**src/rtl/core_pkg.sv**
```systemverilog
// core_pkg: definitions shared by the fetch stage and its neighbours.
//   XLEN     - address/instruction width
//   RESET_PC - default PC loaded on reset
//   NOP      - canonical no-op encoding (addi x0, x0, 0)
//   fetch_state_e - fetch sequencer states
//   ifid_t   - contents of the IF/ID pipeline register
package core_pkg;

  localparam int              XLEN     = 32;
  localparam logic [XLEN-1:0] RESET_PC = '0;
  localparam logic [XLEN-1:0] NOP      = 32'h0000_0013;

  typedef enum logic [1:0] {
    ST_IDLE  = 2'd0,  // one bubble cycle after reset
    ST_RUN   = 2'd1,  // issuing fetches
    ST_HALT  = 2'd2,  // halt_i held, no new fetches
    ST_FAULT = 2'd3   // bad PC seen, waiting for a good redirect
  } fetch_state_e;

  typedef struct packed {
    logic [XLEN-1:0] instr;
    logic [XLEN-1:0] pc;
    logic            valid;
  } ifid_t;

endpackage

```
**src/rtl/pc_gen.sv**
```systemverilog
// pc_gen: program counter for the fetch stage.
//   Holds the PC, steps it by 4 on every issued fetch, loads a redirect
//   target, and classifies addresses against the instruction memory
//   (misaligned or word index >= DEPTH is "bad").
// Ports:
//   clk_i, rst_i   clock, asynchronous active-high reset
//   step_i         a fetch was issued this cycle: pc <= pc + 4
//   load_i         redirect: pc <= load_pc_i (wins over step_i)
//   load_pc_i      redirect target
//   pc_o           current PC
//   pc_bad_o       current PC cannot be fetched
//   load_bad_o     load_pc_i cannot be fetched
module pc_gen #(
  parameter int              XLEN     = 32,
  parameter logic [XLEN-1:0] RESET_PC = '0,
  parameter int              DEPTH    = 256
) (
  input  logic            clk_i,
  input  logic            rst_i,
  input  logic            step_i,
  input  logic            load_i,
  input  logic [XLEN-1:0] load_pc_i,
  output logic [XLEN-1:0] pc_o,
  output logic            pc_bad_o,
  output logic            load_bad_o
);

  // First byte address past the end of instruction memory; comparing the
  // byte address against it is the same as comparing the word index to DEPTH.
  localparam logic [XLEN-1:0] LIMIT = XLEN'(DEPTH) << 2;

  logic [XLEN-1:0] pc_q;

  function automatic logic addr_bad(input logic [XLEN-1:0] addr);
    return (addr[1:0] != 2'b00) || (addr >= LIMIT);
  endfunction

  // NOTE: sequential state is written only with non-blocking assignments so
  // every flop samples the pre-edge values regardless of block ordering.
  always_ff @(posedge clk_i or posedge rst_i) begin
    if (rst_i) begin
      pc_q <= RESET_PC;
    end else if (load_i) begin
      pc_q <= load_pc_i;
    end else if (step_i) begin
      pc_q <= pc_q + XLEN'(4);  // wraps mod 2^XLEN
    end
  end

  assign pc_o       = pc_q;
  assign pc_bad_o   = addr_bad(pc_q);
  assign load_bad_o = addr_bad(load_pc_i);

endmodule

```
**src/rtl/instr_fetch.sv**
```systemverilog
// instr_fetch: instruction fetch stage, requester side of instruction_memory.
//   Drives imem_addr_o/imem_en_o from the PC, captures the same-cycle
//   imem_instr_i into a valid/ready IF/ID register, and handles stall,
//   redirect with flush, halt and fetch faults.
// Optional feature: define IFETCH_PERF_EN to add fetch_count_o, a wrapping
//   count of valid_o && ready_i handshakes.
// Ports:
//   clk_i, rst_i    clock, asynchronous active-high reset
//   imem_addr_o     byte address to instruction memory (always the PC)
//   imem_en_o       fetch issued this cycle
//   imem_instr_i    instruction read combinationally from memory
//   instr_o, pc_o   IF/ID register contents, qualified by valid_o
//   ready_i         decode accepts when valid_o && ready_i
//   redirect_i      taken branch/jump: flush and load redirect_pc_i
//   redirect_pc_i   redirect target byte address
//   halt_i          stop issuing fetches while high
//   fetch_count_o   handshake counter (IFETCH_PERF_EN only)
//   fault_o         sticky fetch fault (misaligned or out of range)
module instr_fetch #(
  parameter int              XLEN     = core_pkg::XLEN,
  parameter logic [XLEN-1:0] RESET_PC = core_pkg::RESET_PC,
  parameter int              DEPTH    = 256
) (
  input  logic            clk_i,
  input  logic            rst_i,
  output logic [XLEN-1:0] imem_addr_o,
  output logic            imem_en_o,
  input  logic [XLEN-1:0] imem_instr_i,
  output logic [XLEN-1:0] instr_o,
  output logic [XLEN-1:0] pc_o,
  output logic            valid_o,
  input  logic            ready_i,
  input  logic            redirect_i,
  input  logic [XLEN-1:0] redirect_pc_i,
  input  logic            halt_i,
`ifdef IFETCH_PERF_EN
  output logic [31:0]     fetch_count_o,
`endif
  output logic            fault_o
);

  import core_pkg::*;

  fetch_state_e    state_q, state_d;
  ifid_t           ifid_q;
  logic [XLEN-1:0] pc;
  logic            pc_bad;
  logic            redirect_bad;
  logic            redirect_go;
  logic            adv;
  logic            handshake;

  // Redirects are ignored during the post-reset bubble.
  assign redirect_go = redirect_i && (state_q != ST_IDLE);
  assign handshake   = ifid_q.valid && ready_i;

  // Issue a fetch only when running, not being redirected, the output
  // register is free (or being emptied this cycle) and the PC is fetchable.
  assign adv = (state_q == ST_RUN) && !redirect_i
            && (!ifid_q.valid || ready_i) && !pc_bad;

  pc_gen #(
    .XLEN     (XLEN),
    .RESET_PC (RESET_PC),
    .DEPTH    (DEPTH)
  ) u_pc_gen (
    .clk_i      (clk_i),
    .rst_i      (rst_i),
    .step_i     (adv),
    .load_i     (redirect_go),
    .load_pc_i  (redirect_pc_i),
    .pc_o       (pc),
    .pc_bad_o   (pc_bad),
    .load_bad_o (redirect_bad)
  );

  // ---------------------------------------------------------------------
  // Fetch sequencer
  // ---------------------------------------------------------------------
  always_ff @(posedge clk_i or posedge rst_i) begin
    if (rst_i) state_q <= ST_IDLE;
    else       state_q <= state_d;
  end

  // NOTE: state_d gets its default before any branch, so no path leaves it
  // unassigned and no latch is inferred.
  always_comb begin
    state_d = state_q;
    if (state_q == ST_IDLE) begin
      state_d = ST_RUN;
    end else if (redirect_i) begin
      // Redirect decides the PC; halt_i still applies once it lands.
      if (redirect_bad) state_d = ST_FAULT;
      else if (halt_i)  state_d = ST_HALT;
      else              state_d = ST_RUN;
    end else begin
      case (state_q)
        ST_RUN: begin
          if (pc_bad)      state_d = ST_FAULT;
          else if (halt_i) state_d = ST_HALT;
        end
        ST_HALT: begin
          if (!halt_i) state_d = ST_RUN;
        end
        default: ;  // ST_FAULT leaves only through a good redirect
      endcase
    end
  end

  // ---------------------------------------------------------------------
  // IF/ID register
  // ---------------------------------------------------------------------
  always_ff @(posedge clk_i or posedge rst_i) begin
    if (rst_i) begin
      ifid_q <= '0;
    end else if (redirect_go) begin
      ifid_q.valid <= 1'b0;  // flush, even if decode is accepting
    end else if (adv) begin
      ifid_q.instr <= imem_instr_i;
      ifid_q.pc    <= pc;
      ifid_q.valid <= 1'b1;
    end else if (handshake) begin
      ifid_q.valid <= 1'b0;  // drained with nothing behind it
    end
  end

`ifdef IFETCH_PERF_EN
  logic [31:0] fetch_count_q;

  always_ff @(posedge clk_i or posedge rst_i) begin
    if (rst_i)          fetch_count_q <= '0;
    else if (handshake) fetch_count_q <= fetch_count_q + 32'd1;
  end

  assign fetch_count_o = fetch_count_q;
`endif

  assign imem_addr_o = pc;
  assign imem_en_o   = adv;
  assign instr_o     = ifid_q.instr;
  assign pc_o        = ifid_q.pc;
  assign valid_o     = ifid_q.valid;
  assign fault_o     = (state_q == ST_FAULT);

endmodule
```
**config.mk**
```make
export PLATFORM = sky130hd
export DESIGN_NAME = instr_fetch
export DESIGN_NICKNAME = d
export VERILOG_FILES = /design/src/rtl/core_pkg.sv /design/src/rtl/pc_gen.sv /design/src/rtl/instr_fetch.sv
export SDC_FILE = /design/constraint.sdc
export NUM_CORES = 1
export LEC_CHECK = 0
export ABC_AREA = 1
export CAP_MARGIN = 10
export CORE_MARGIN = 2
export CORE_UTILIZATION = 35
export CTS_BUF_LIST = sky130_fd_sc_hd__clkbuf_8
export DETAILED_ROUTE_END_ITERATION = 6
export PLACE_DENSITY = 0.66
export RECOVER_POWER = 50
export SLEW_MARGIN = 20
export SYNTH_ARGS = -nofsm -noshare
export SYNTH_HDL_FRONTEND = slang
export SYNTH_SLANG_ARGS = --single-unit
```
**constraint.sdc**
```tcl
create_clock -name clk_i -period 3.7 [get_ports clk_i]
set_input_delay 0.74 -clock clk_i [delete_from_list [all_inputs] [get_ports clk_i]]
set_output_delay 0.74 -clock clk_i [all_outputs]
set_load 0.05 [all_outputs]
```
==> results of run 1 <==
Yosys cell counts:
cell / count
nor3_1: 3
nor2_4: 1
inv_2: 4
ha_1: 2
buf_2: 3
inv_1: 50
xor2_1: 2
nor3_4: 1
nor3b_1: 1
nor2_1: 52
nand2_2: 3
buf_4: 1
o21ai_1: 1
nand4_4: 1
dfrtp_1: 99
nor2_2: 1
nand4_1: 2
xnor2_1: 1
nor4_4: 1
o21ai_0: 21
a21oi_1: 2
nand3_1: 8
clkbuf_1: 9
nand2_1: 256
nor3_2: 1
buf_6: 5
flip-flops by register name, summed over array words and instances (netlist names):
signal and count:
instr_o 32, pc_o 32, u_pc_gen.pc_o 32, state_q 2
valid_o 1
worst max-delay path by stage:
stage,from,end,slack [ps]
after floorplan,rst_i,instr_o[0],370
after global placement,redirect_i,imem_en_o,1100
after detailed placement,ready_i,pc_o[2],1090
after CTS,u_pc_gen.pc_o[26],imem_en_o,1080
after global routing,redirect_i,u_pc_gen.pc_o[9],590
final,redirect_i,u_pc_gen.pc_o[6],810
power groups by stage:
stage | sequential (mW) | combinational [mW] | clock, mW
floorplan | 1.81 | 0.411 | 0
global placement | 1.40 | 1.28 | 0
detailed placement | 1.40 | 1.29 | 0
CTS | 1.38 | 1.30 | 0.746
global route | 1.40 | 1.38 | 0.791
finish | 1.38 | 1.28 | 0.711
stage by stage:
stage | hold slack (ps) | std cells | util | area (µm²)
6_report | 469 | 848 | 0.523 | 6280
3_5_place_dp | 451 | 832 | 0.507 | 6090
3_3_place_gp | 448 | 832 | 0.507 | 6090
4_1_cts | 475 | 848 | 0.524 | 6300
2_1_floorplan | 569 | 531 | - | 4300
5_1_grt | 493 | 848 | 0.523 | 6280
layer usage:
layer | routed length, µm | global-route usage | up-vias
li1 | - | - | 1916
met1 | 5120 | 0.240 | 1775
met2 | 5070 | 0.264 | 142
met3 | 753 | 0.0401 | 19
met4 | 251 | 0.0739 | 0
met5 | 0 | 0 | -
worst reg2reg max path, stage by stage, from the launching register on:
cell      delay, ps
dfrtp_1         410
nor2_1          180
nand2_1          70
nor2_1          270
nand4_4         130
clkbuf_2        750
o21ai_0         480
area by class of cell:
cell class              count  area [µm²]
inverters                  54         206
clock buffers              12         165
flip-flops and latches     99        2480
clock inverters             4        41.3
fillers                  1167        5730
well taps                 147         184
multi-input cells         360        1500
repair buffers            172        1710
logic make-up (layout without fill, tap and decap cells):
family	Yosys count	in the layout
adder cells (fa/ha/maj)	2	2
buffers and inverters	72	242
AND/OR/NAND/NOR	331	331
XOR/XNOR	3	3
flip-flops	99	99
AO/OA/AOI/OAI	24	24
==> results.yml, run 1 <==
min_path:
  hp-start: "pc_o[11]"
  whs_path_depth: 2
  hold_class: "reg -> reg"
  holdPathEnd: "pc_o[11]"
synth:
  synthCells: 531
  netlist.area_leader.share: 0.576
  ys_top_cells_by_area: "dfrtp_1 (58%), nand2_1 (22%), nor2_1 (4.5%), inv_1 (4.4%), o21ai_0 (2.4%)"
  synth_top_family_by_area: "simple AND/OR/NAND/NOR gates"
  synth_adder_area_share: 0.00582
  syn_area_um2: 4300
  synth.yosys.seq_area_share: 0.576
  synthXorXnorAreaFrac: 0.00611
  synthMuxAreaShare: 0
  synth_simple_gate_area_frac: 0.311
  ys_seq_elements: 99
  synthesis.nets: 602
  synth_compound_area_frac: 0.0279
  syn_area_per_cell_um2: 8.10
  netlist-cell-type-count: 26
  yosys_warnings: 0
  yosysTopAreaCell: "dfrtp_1"
power_and_ir_drop:
  clkPwrFrac: 0.210
  swShare: 0.405
  ir_drop_mv: 0.333
  power-per-cell-area_nw_per_um2: 538
  pwr-share-seq: 0.409
  fin_total_pwr_mw: 3.38
  power.leakage_nw: 3.25
  power.net_switching_mw: 1.37
  p_int_mw: 2.01
  p_comb_frac: 0.380
critical_path:
  r2r_cells: 6
  r2r_slack_ps: 1300
  cpMaxStageDelayCell: "dlygate4sd3_1"
  worstSetupPathType: "in -> reg"
  crit_path_end_kind: "flip-flop"
  timing.rr.end: "pc_o[2]"
  start_kind: "input port"
  critPathTopFamily: "buffers and inverters"
  cp.arrival_ps: 3200
  crit_chain: "dlygate4sd3_1, inv_1, nor2_1, inv_1, nand2_1, inv_1, nand2_1, nand2_1"
  timing.rr.start: "u_pc_gen.pc_o[26]"
  cp_num_cells: 8
  crit_buf_inv: 4
  required_ps: 4010
  cpPeakStageDelay_ps: 660
  cp_max_fo: 25
layout:
  layout_common_cells: "nand2_1 (257), clkdlybuf4s50_1 (159), dfrtp_1 (99)"
  final_nets: 767
  drive_gt1_frac: 0.0371
  area_growth_pct: 46.1
  final_common_cell: "nand2_1"
  antenna_cells: 0
cts:
  postCtsSetupBuffers: 0
  ctsResizeCount: 0
  clockRootBuffer: "clkbuf_8"
  cts.sinks: 99
  cts_tree: "done"
  clk_pin_slew_worst_paths_ps: 90
  h-tree-depth: 3
  cts_max_path_buffers: 2
  clk_latency_ps: 370
  numCtsBuffers: 9
  holdBufCountCts: 0
global_route:
  grt_max_degree: 84
  grt_remaining_overflow: 0
  grt_pass1_wl_um: 18000
  antenna_found_initial: 0
  track_usage: 0.174
  grt_pass1_vias: 3662
timing:
  max_slew_margin: -0.141
  final-setup-viol-count: 0
  worst_pin_slew_ps: 1710
  timing.final.crit_share: 0.780
  min_period_ps: 2890
  rsz0062_at_grt: "false"
  hold_violations: 0
  slew_viol_final: 84
  fin_tns_setup_ps: 0
  fmax_mhz: 346
  fin_skew_ps: 10.1
  timing.final.ws_setup_ps: 812
die:
  fp.dieH_um: 115
  die_area_um2: 13200
  rows: 40
  start_util: 0.358
  ios: 168
  die_width_um: 115
  coreArea_um2: 12000
detailed_routing:
  dr.pass1.iters: 4
  drt_iter0_drc: 199
  wl_per_cell_um: 13.2
  vias: 3852
  ant_nets: 0
  via_per_inst: 4.54
  drt-total-wl_um: 11200
  drc: 0
placed_design:
  place_ws_ps: 1090
  port_buffers: 167
  dp_hpwl_um: 8180
  globalplace.congestion: 0.847
run:
  max-cap-violations: 1
status:
  violations: "max-capacitance violations, max-slew violations"
  outcome: "finished with violations"
(Power assumes the default switching activity.)
==> run 2: changes to the inputs <==
Settings changed: PLACE_DENSITY 0.66 to 0.68.
Clock period 3.7 ns to 2.45 ns, I/O delays scaled along.
==> run 2 against run 1 <==
  * Wire length shrank 0.36%
  * The flow now finishes without violations
  * Sequential power grew 51%
  * Critical path type is now reg -> out
  * Final cell count grew 0.24%
  * Hold slack gained 2.8 ps
  * Critical endpoint is now fault_o
  * Clock skew grew 1.6 ps
  * Sequential cell count is the same
  * Setup slack lost 680 ps
  * Largest power group unchanged
  * Largest cell class unchanged
  * Global-route usage shrank 0.19 points
  * Highest routed layer unchanged
==> results.yml, run 2 (synthesized netlist as in run 1, its figures left out) <==
critical_path:
  start_kind: "flip-flop"
  crit_buf_inv: 2
  required_ps: 1960
  critPathTopFamily: "buffers and inverters"
  cp.arrival_ps: 1830
  cp_max_fo: 8
  r2r_cells: 7
  cpMaxStageDelayCell: "clkdlybuf4s50_1"
  cpPeakStageDelay_ps: 810
  endpoint: "fault_o"
  startpoint: "state_q[1]"
  worstSetupPathType: "reg -> out"
  cp_num_cells: 3
  r2r_slack_ps: 460
  crit_path_end_kind: "output pin"
  timing.rr.start: "u_pc_gen.pc_o[26]"
  crit_chain: "nand2_1, inv_1, clkdlybuf4s50_1"
  timing.rr.end: "pc_o[7]"
timing:
  fin_skew_ps: 11.7
  fin_worst_hold_slack_ps: 471
  rsz0062_at_grt: "false"
  min_period_ps: 2320
  fmax_mhz: 431
  final-setup-viol-count: 0
  max_slew_margin: 0.433
  timing.final.crit_share: 0.946
  worst_pin_slew_ps: 850
  hold_violations: 0
  fin_tns_setup_ps: 0
  slew_viol_final: 0
power_and_ir_drop:
  power.leakage_nw: 3.27
  pwr-share-seq: 0.397
  p_comb_frac: 0.368
  clkPwrFrac: 0.235
  ir_drop_mv: 0.497
  fin_total_pwr_mw: 5.27
  swShare: 0.394
  p_int_mw: 3.19
  power.net_switching_mw: 2.08
  power-per-cell-area_nw_per_um2: 832
layout:
  final_nets: 769
  seq_area_um2: 2480
  final_common_cell: "nand2_1"
  instances_no_fill: 850
  layout_common_cells: "nand2_1 (257), clkdlybuf4s50_1 (163), dfrtp_1 (99)"
  nFillCells: 1150
  multi_input_comb_area_um2: 1500
  drive_gt1_frac: 0.0469
  area_growth_pct: 47.2
  antenna_cells: 0
  fin_util: 0.527
global_route:
  grt_pass1_wl_um: 18000
  antenna_found_initial: 0
  grt_max_degree: 73
  track_usage: 0.172
  grt_remaining_overflow: 0
  grt_pass1_vias: 3718
cts:
  clockRootBuffer: "clkbuf_8"
  clk_pin_slew_worst_paths_ps: 90
  cts_tree: "done"
  cts_max_path_buffers: 2
  clk_latency_ps: 370
  numCtsBuffers: 9
  holdBufCountCts: 0
  cts.sinks: 99
  h-tree-depth: 3
  postCtsSetupBuffers: 0
  ctsResizeCount: 0
placed_design:
  globalplace.congestion: 0.899
  dp_hpwl_um: 8380
  port_buffers: 167
  dp_cells: 834
die:
  fp.dieH_um: 115
  die_area_um2: 13200
  coreArea_um2: 12000
  die_width_um: 115
  start_util: 0.358
  rows: 40
  ios: 168
detailed_routing:
  ant_nets: 0
  wl_per_cell_um: 13.1
  dr.pass1.iters: 4
  via_per_inst: 4.52
  drt_iter0_drc: 175
  drc: 0
  vias: 3841
  drt-total-wl_um: 11100
min_path:
  hold_class: "reg -> reg"
status:
  outcome: "finished, final reports clean"
run:
  max-cap-violations: 0
-- run 2: cell count changes in the layout (fill, tap and decap cells not counted), sizes merged --
cell	change
bufinv	+2
clkdlybuf4s50	+4
clkinv	+2
inv	-2
dlygate4sd3	-4
-- run 2: per-stage QoR --
stage,worst slack (ps),instance area (µm²)
after CTS,107,6390
after global routing,17.9,6330
final,132,6330
after detailed placement,272,6150
after floorplan,362,4300
after global placement,339,6150
-- run 2: worst register-to-register path, delay by kind of cell, from the launching register on --
kind | cells | cell delay [ps]
AO/OA/AOI/OAI | 1 | 90
buffers and inverters | 1 | 500
flip-flops | 1 | 410
AND/OR/NAND/NOR | 5 | 850
-- run 2: area by class of cell --
type,instances,area share
clock buffers,10,0.0217
clock inverters,6,0.0164
inverters,54,0.0322
multi-input cells,360,0.237
flip-flops and latches,99,0.391
well taps,147,0.0291
repair buffers,174,0.273
-- run 2: power by group through the flow --
stage                     combinational [mW]  clock, mW  sequential, mW
final                                   1.94       1.24            2.09
after global routing                    2.09       1.37            2.13
after CTS                               1.98       1.28            2.09
after detailed placement                1.97          0            2.12
after global placement                  1.95          0            2.11
after floorplan                        0.622          0            2.73
-- run 2: per-layer routing --
layer	wire, µm	track usage	part of all wire
met5	0	0	0
met4	269	0.0731	0.024
met3	833	0.0501	0.075
met2	5100	0.262	0.46
met1	4950	0.230	0.44
-- run 2: worst min-delay path by stage --
stage,startpoint,endpoint,depth (start not counted)
global route,pc_o[17],pc_o[17],2
global placement,pc_o[18],pc_o[18],2
detailed placement,pc_o[17],pc_o[17],2
finish,pc_o[17],pc_o[17],2
CTS,rst_i,pc_o[20],2
floorplan,state_q[0],state_q[0],2
